`config.mk`:
```
export PLATFORM = sky130hd
export DESIGN_NAME = clk_prescale_prog
export DESIGN_NICKNAME = d
export VERILOG_FILES = /design/src/rtl/clk_div_pkg.sv /design/src/rtl/clk_div_cnt.sv /design/src/rtl/clk_prescale_prog.sv
export SDC_FILE = /design/constraint.sdc
export NUM_CORES = 1
export LEC_CHECK = 0
export BUFFER_PORTS_ARGS = -buffer_cell sky130_fd_sc_hd__buf_2
export CORE_MARGIN = 2
export CORE_UTILIZATION = 50
export CTS_BUF_LIST = sky130_fd_sc_hd__clkbuf_4 sky130_fd_sc_hd__clkbuf_8 sky130_fd_sc_hd__clkbuf_16
export DETAILED_ROUTE_END_ITERATION = 8
export PLACE_DENSITY = 0.72
export SLEW_MARGIN = 20
export SYNTH_ARGS = -nofsm -noshare
export SYNTH_HDL_FRONTEND = slang
export SYNTH_SLANG_ARGS = --single-unit
```
`constraint.sdc`:
```
create_clock -name clk_in -period 1.8 [get_ports clk_in]
set_input_delay 0.27 -clock clk_in [delete_from_list [all_inputs] [get_ports clk_in]]
set_output_delay 0.27 -clock clk_in [all_outputs]
set_load 0.05 [all_outputs]
```
`src/rtl/clk_div_pkg.sv`:
```
// Shared types and defaults for the programmable clock prescaler.
package clk_div_pkg;

  typedef enum logic [1:0] {
    STOP = 2'd0,
    RUN  = 2'd1,
    PEND = 2'd2
  } div_state_t;

  localparam int DIV_W_DEF   = 8;
  localparam int RST_DIV_DEF = 4;

endpackage

```
`src/rtl/clk_div_cnt.sv`:
```
// Half-period counter: counts 0..cur_n-1 while enabled and flags the terminal count.
module clk_div_cnt
  import clk_div_pkg::*;
#(
  parameter int DIV_W = DIV_W_DEF
) (
  input  logic             clk_in,
  input  logic             rst,
  input  logic             en,
  input  logic [DIV_W-1:0] cur_n,
  output logic             tc
);

  localparam logic [DIV_W-1:0] ONE = DIV_W'(1);

  logic [DIV_W-1:0] cnt_reg;

  // cur_n is never 0 while enabled, so cur_n-1 cannot wrap here.
  assign tc = en && (cnt_reg == (cur_n - ONE));

  always_ff @(posedge clk_in or negedge rst) begin
    if (!rst) begin
      cnt_reg <= '0;
    end else if (!en || tc) begin
      cnt_reg <= '0;
    end else begin
      cnt_reg <= cnt_reg + ONE;
    end
  end

endmodule

```
`src/rtl/clk_prescale_prog.sv`:
```
// Programmable 50%-duty prescaler with glitch-free ratio updates via load/ack.
// Optional output gating (gate_en port) is built when CLK_GATE_EN is defined.
module clk_prescale_prog
  import clk_div_pkg::*;
#(
  parameter int DIV_W   = DIV_W_DEF,
  parameter int RST_DIV = RST_DIV_DEF
) (
  input  logic             clk_in,
  input  logic             rst,
  input  logic [DIV_W-1:0] div_val,
  input  logic             div_load,
`ifdef CLK_GATE_EN
  input  logic             gate_en,
`endif
  output logic             div_ack,
  output logic             busy,
  output logic             clk_out,
  output logic             tick
);

  localparam div_state_t RST_STATE = (RST_DIV != 0) ? RUN : STOP;

  div_state_t       state_reg;
  logic [DIV_W-1:0] cur_n_reg;
  logic [DIV_W-1:0] pend_n_reg;
  logic             clk_out_reg;
  logic             tick_reg;
  logic             div_ack_reg;
  logic             busy_reg;
  logic             gated;
  logic             cnt_en;
  logic             tc;
  logic             fall_edge;
  logic             apply;

  assign cnt_en    = (state_reg != STOP) && !gated;
  assign fall_edge = tc && clk_out_reg;
  // A waiting ratio lands only at the end of a full period, or at once if the output is parked.
  assign apply     = (state_reg == PEND) && (fall_edge || gated);

  clk_div_cnt #(
    .DIV_W (DIV_W)
  ) u_cnt (
    .clk_in (clk_in),
    .rst    (rst),
    .en     (cnt_en),
    .cur_n  (cur_n_reg),
    .tc     (tc)
  );

`ifdef CLK_GATE_EN
  logic gated_reg;

  // Gating only takes hold at a 1->0 toggle so the high phase is never truncated.
  always_ff @(posedge clk_in or negedge rst) begin
    if (!rst) begin
      gated_reg <= 1'b0;
    end else if (gated_reg) begin
      if (gate_en) gated_reg <= 1'b0;
    end else if (fall_edge && !gate_en) begin
      gated_reg <= 1'b1;
    end
  end

  assign gated = gated_reg;
`else
  assign gated = 1'b0;
`endif

  always_ff @(posedge clk_in or negedge rst) begin
    if (!rst) begin
      state_reg   <= RST_STATE;
      cur_n_reg   <= DIV_W'(RST_DIV);
      pend_n_reg  <= '0;
      clk_out_reg <= 1'b0;
      tick_reg    <= 1'b0;
      div_ack_reg <= 1'b0;
      busy_reg    <= 1'b0;
    end else begin
      tick_reg    <= 1'b0;
      div_ack_reg <= 1'b0;
      if (tc) begin
        clk_out_reg <= ~clk_out_reg;
        tick_reg    <= ~clk_out_reg;
      end
      case (state_reg)
        STOP: begin
          if (div_load && !busy_reg) begin
            cur_n_reg   <= div_val;
            div_ack_reg <= 1'b1;
            state_reg   <= (div_val == '0) ? STOP : RUN;
          end
        end
        RUN: begin
          if (div_load && !busy_reg) begin
            pend_n_reg <= div_val;
            busy_reg   <= 1'b1;
            state_reg  <= PEND;
          end
        end
        PEND: begin
          if (apply) begin
            cur_n_reg   <= pend_n_reg;
            div_ack_reg <= 1'b1;
            busy_reg    <= 1'b0;
            state_reg   <= (pend_n_reg == '0) ? STOP : RUN;
          end
        end
        default: begin
          state_reg <= STOP;
        end
      endcase
    end
  end

  assign clk_out = clk_out_reg;
  assign tick    = tick_reg;
  assign div_ack = div_ack_reg;
  assign busy    = busy_reg;

endmodule

```
; After elaboration in Yosys (flattened, before gate mapping)
; Index checks and enable logic that the tools add are counted.
[totals]
register_bits = 30
in_bits = 11
wordCells = 51
[classes]
addsub = 2
eq_ne = 6
muxes = 17
n_bitwise = 1
n_reduce_logical = 17
[ops]
columns = operator, n
row1 = 2-to-1 mux 8 bit, 3
row2 = logical NOT 8 bit, 2
row3 = case mux 8 bit (2 select lines), 1
row4 = AND reduction 3 bit, 3
row5 = "adder 8 x 1 -> 8 bit, second input constant", 1
row6 = equality test 8 bit, 1
row7 = "subtractor 8 x 1 -> 8 bit, second input constant", 1
row8 = 2-to-1 mux 1 bit, 7
row9 = 2-to-1 mux 2 bit, 3
row10 = "inequality test 2 bit, second input constant", 3
row11 = case mux 2 bit (3 select lines), 1
row12 = nonzero test 2 bit, 3
row13 = logical AND 1 bit, 4
row14 = case mux 1 bit (2 select lines), 2
row15 = "equality test 2 x 1 -> 1 bit, second input constant", 1
row16 = "equality test 2 bit, second input constant", 1
row17 = logical NOT 1 bit, 2
row18 = logical NOT 2 bit, 1
row19 = AND reduction 2 bit, 1
row20 = logical OR 1 bit, 1
row21 = inverter 1 bit, 1

; Longest topological paths before layout
[depth]
depth_word = 7
depth_mapped = 8

; Hierarchy
; From an unflattened synthesis, not the netlist that was laid out.
[unflattened]
cells_unflattened = 146
hier_area_um2 = 1690.4
[modules_own_cells]
columns = module, instances, cells_each, area_each_um2, seq_area_each_um2
row1 = clk_prescale_prog, 1, 69, 988.4, 553.0
row2 = clk_div_cnt, 1, 77, 701.9, 200.2

; Worst setup path before layout
; Ideal clock, no wire load.
[synth_path]
path_kind = register -> register
from = register cur_n_reg[0]
to = register cur_n_reg[3]
setup_ns = 0.125
t_arrival_ns = 1.879
required_time_ns = 1.675
setup_slack_ns = -0.204
path_stages_with_launch = 9
synth_period_minus_slack_ns = 2.004
cell_sequence = dfrtp_1 inv_1 ha_1 xnor2_1 nor2_1 nand4_2 o31a_1 buf_6 mux2_4
[synth_via]
elab_chain_len = 7
[synth_rtl]
columns = element, line_no
row1 = "start, declared", clk_prescale_prog.sv:25  ; logic [DIV_W-1:0] cur_n_reg;
row2 = "start signal, assigned", clk_prescale_prog.sv:74  ; cur_n_reg <= DIV_W'(RST_DIV);
row3 = "start signal, assigned", clk_prescale_prog.sv:90  ; cur_n_reg <= div_val;
row4 = "start signal, assigned", clk_prescale_prog.sv:104  ; cur_n_reg <= pend_n_reg;
row5 = subtractor 8 x 1 -> 8 bit, clk_div_cnt.sv:19  ; assign tc = en && (cnt_reg == (cur_n - ONE));
row6 = equality test 8 bit, clk_div_cnt.sv:19
row7 = logical AND 1 bit, clk_div_cnt.sv:19
row8 = logical AND 1 bit, clk_prescale_prog.sv:38  ; assign fall_edge = tc && clk_out_reg;
row9 = logical AND 1 bit, clk_prescale_prog.sv:40  ; assign apply = (state_reg == PEND) && (fall_edge || gated);
row10 = inequality test 2 bit (no line), n/a
row11 = AND reduction 3 bit (no line), n/a
; Every way passes these cells.
; A chain may end at the register's enable or synchronous reset.

; Worst setup path after layout
[layout_path]
from = register cur_n_reg[4]
to = register cur_n_reg[5]
; Same word-level chain as after synthesis.

==> impl_metrics.json <==
{
  "outcome": "finished, violations left",
  "violations": "negative setup slack",
  "final_antenna_net_count": 0,
  "crit_path_end_kind": "register",
  "max-cap-violations": 0,
  "comb_power_share_pct": 7.0,
  "power.clock.fraction_pct": 33.1,
  "drt_iter0_markers": 24,
  "share_of_layout_cells_above_drive_strength_1_pct": 46.5,
  "synthesis.area_um2": 1560,
  "max-vdd-ir-drop_uv": 394,
  "synth_largest_area_cell": "sky130_fd_sc_hd__dfrtp_1",
  "synth-seq-cells": 30,
  "power.share.switching_pct": 25.2,
  "globalRoute.totalOverflow": 0,
  "pin_count_of_the_biggest_net_entering_global_routing": 31,
  "cellLeakagePower_nw": 1.01,
  "die-area_um2": 3580,
  "totalWireLength_um": 3070,
  "synth_most_common_cell": "sky130_fd_sc_hd__dfrtp_1",
  "max-slew-margin-rel_pct": 56.3,
  "synth_top_cells_by_area": "sky130_fd_sc_hd__dfrtp_1 45%, sky130_fd_sc_hd__mux2_2 10%, sky130_fd_sc_hd__xnor2_1 8.4%",
  "detail_route.wl_per_cell_um": 15.0,
  "synth.cells.most_frequent": "28 x sky130_fd_sc_hd__dfrtp_1, 15 x sky130_fd_sc_hd__xnor2_1, 14 x sky130_fd_sc_hd__mux2_2, 14 x sky130_fd_sc_hd__nor2_1",
  "critical_path.slowest_cell": "sky130_fd_sc_hd__dfrtp_1",
  "drc": 0,
  "numPlacedInstances": 194,
  "core.rowCount": 20,
  "switching_power_w": 0.000290,
  "filler_cell_count": 235,
  "power-per-cell-area_nw_per_um2": 577,
  "hpwlAfterDp_um": 2140,
  "fin_total_pwr_w": 0.00115,
  "tritoncts.num_buffers": 5,
  "gp_congestion": 0.823,
  "synth.yosys.warnings": 0,
  "crit_fanout": 7,
  "cts_tree": "built",
  "post_drt_via_cell_ratio": 5.39,
  "area_delta_synth_final_pct": 28.0,
  "ys_async_sr_fraction_pct": 100,
  "seq_power_share_pct": 59.9,
  "regToRegSetupSlack_ns": -0.13,
  "final_nets": 185,
  "clock_tree.htree_level_count": 2,
  "final_total_negative_setup_slack_ns": -1.59,
  "critPathLaunchType": "register",
  "gr-usage-all-layers_pct": 18.7,
  "intPower_w": 0.000862,
  "avgSynthCellArea_um2": 11.6,
  "kind_of_path_behind_the_tightest_hold_check": "input pin to register",
  "clock_latency_on_the_worst_skew_pair_ns": 0.34,
  "layoutNonFillerInstCount": 205,
  "unrepaired_setup_endpoints_after_global_routing": "yes",
  "final.period_utilization_pct": 107,
  "worst_clock_skew_ns": 0.0189,
  "insertedDiodeCount": 0,
  "hold_viol": 0,
  "final.setup.worst_slack_ns": -0.134,
  "grt_first_pass_wirelength_um": 4930,
  "routed-via-count": 1104,
  "final_max_slew_viol_count": 0,
  "cts_sinks": 30,
  "critPathRequiredTime_ns": 2.03,
  "numPortBuffers": 14,
  "timing.final.setup_violations": 18,
  "antenna_found_initial": 0,
  "synth_largest_type_area_fraction_pct": 44.9,
  "critPathKind": "register to register",
  "die_height_um": 59.8,
  "number_of_global_route_vias_before_repair": 1138,
  "die-width_um": 59.8,
  "crit_buf_inv": 0,
  "max_freq_mhz": 517,
  "firstDrtPassIters": 4,
  "ys_seq_area_share_pct": 48.3,
  "ctsRootBufferMaster": "sky130_fd_sc_hd__clkbuf_4",
  "critical_path.top_delay_family": "simple AND/OR/NAND/NOR gates",
  "synthFlopType": "sky130_fd_sc_hd__dfrtp_1",
  "post-route-min-period_ns": 1.93,
  "clkSlewWorstSetupHoldPaths_ns": 0.11,
  "io-pin-count": 15,
  "core_region_area_um2": 3000,
  "max_stage_delay_ns": 0.43,
  "ctsLongestPathBuffers": 2,
  "worst_margin_pin_slew_ns": 0.656,
  "initial_utilization_pct": 51.9,
  "critical_path_arrival_ns": 2.16,
  "worstPathCellList": "nor3_4, nand3b_1, xnor2_2, nand4_2, o31a_4, mux2_4",
  "synth_nets": 147,
  "postSynthCellCount": 134,
  "yosys.cell_types.count": 31,
  "synth_enable_flop_cells": 0
}
[cells in the final DEF, fill, tap and decap left out, types with 4 or more instances in the layout]
cell type / netlist / layout
sky130_fd_sc_hd__clkbuf_4: 0 / 5
sky130_fd_sc_hd__xnor2_1: 15 / 14
sky130_fd_sc_hd__mux2_4: 6 / 6
sky130_fd_sc_hd__xor2_1: 6 / 5
sky130_fd_sc_hd__buf_4: 0 / 17
sky130_fd_sc_hd__mux2_2: 14 / 14
sky130_fd_sc_hd__nor4_1: 5 / 4
sky130_fd_sc_hd__nand3_1: 6 / 5
sky130_fd_sc_hd__dfrtp_1: 28 / 28
sky130_fd_sc_hd__mux2i_1: 4 / 4
sky130_fd_sc_hd__buf_2: 0 / 14
sky130_fd_sc_hd__nor2_1: 14 / 13
[through the flow]
stage          hold WS (ns)  utilization, %  instance area (µm²)  setup slack (ns)
2_1_floorplan       -0.0256               -                 1560            -0.166
3_3_place_gp          0.330            59.1                 1770            -0.122
3_5_place_dp          0.339            59.1                 1770            -0.182
6_report              0.188            66.5                 2000            -0.134
5_1_grt               0.179            66.5                 2000            -0.240
4_1_cts               0.183            63.5                 1910            -0.133
[power groups by stage]
| stage | sequential [W] | clock [W] | combinational [W] |
|---|---|---|---|
| after floorplan | 0.000701 | 0 | 0.0000346 |
| after global placement | 0.000702 | 0 | 0.0000721 |
| after detailed placement | 0.000703 | 0 | 0.0000749 |
| after CTS | 0.000690 | 0.000392 | 0.0000790 |
| after global routing | 0.000691 | 0.000417 | 0.0000908 |
| final | 0.000690 | 0.000381 | 0.0000811 |
[worst register-to-register path: stages, from the launching register on]
cell and delay [ns]:
sky130_fd_sc_hd__dfrtp_1 0.43, sky130_fd_sc_hd__nor3_4 0.26, sky130_fd_sc_hd__nand3b_1 0.15, sky130_fd_sc_hd__xnor2_2 0.17, sky130_fd_sc_hd__nand4_2 0.15, sky130_fd_sc_hd__o31a_4 0.36, sky130_fd_sc_hd__mux2_4 0.31
[cell families after synthesis]
family	share of synthesized area (%)
adders and majority gates	1.60
and+or+nand+nor	13.8
xor gates and xnor gates	11.8
DFF	48.3
buffers and inverters	2.41
AOI/OAI and AO/OA	3.61
muxes	18.5
[layer usage]
layer / vias up / GRT usage, % / share of wire (%)
li1: 540 / - / -
met1: 541 / 21.4 / 43
met2: 16 / 32.9 / 53
met3: 7 / 5.19 / 2.8
met4: 0 / 6.98 / 1.7
met5: - / 0 / 0
[final cells by class]
cell class | count | area [µm²] | area share, %
tap | 33 | 41.3 | 2.07
clock buffer | 5 | 37.5 | 1.88
clock inverter | 2 | 15.0 | 0.752
multi-input combinational | 96 | 900 | 45.1
sequential | 30 | 753 | 37.7
timing repair buffer | 34 | 230 | 11.5
inverter | 5 | 18.8 | 0.940
[final timing paths]
path                       cells past startpoint         start            end
min in group asynchronous                      2           rst  pend_n_reg[1]
hold / removal                                 2    div_val[2]  pend_n_reg[2]
max in group asynchronous                      2           rst        clk_out
hold reg to reg                                1       clk_out           tick
setup / recovery                               6  cur_n_reg[4]   cur_n_reg[5]
setup reg to reg                               6  cur_n_reg[4]   cur_n_reg[5]
[repair_timing]
action	CTS	global route
endpoints found under the setup margin	10	22
hold endpoints to repair	28	0
cloned	0	0
hold buffers	1	0
setup buffers	2	2
pin swaps	5	13
resized for setup	12	13
No activity file was read; power rests on OpenSTA's default activity.
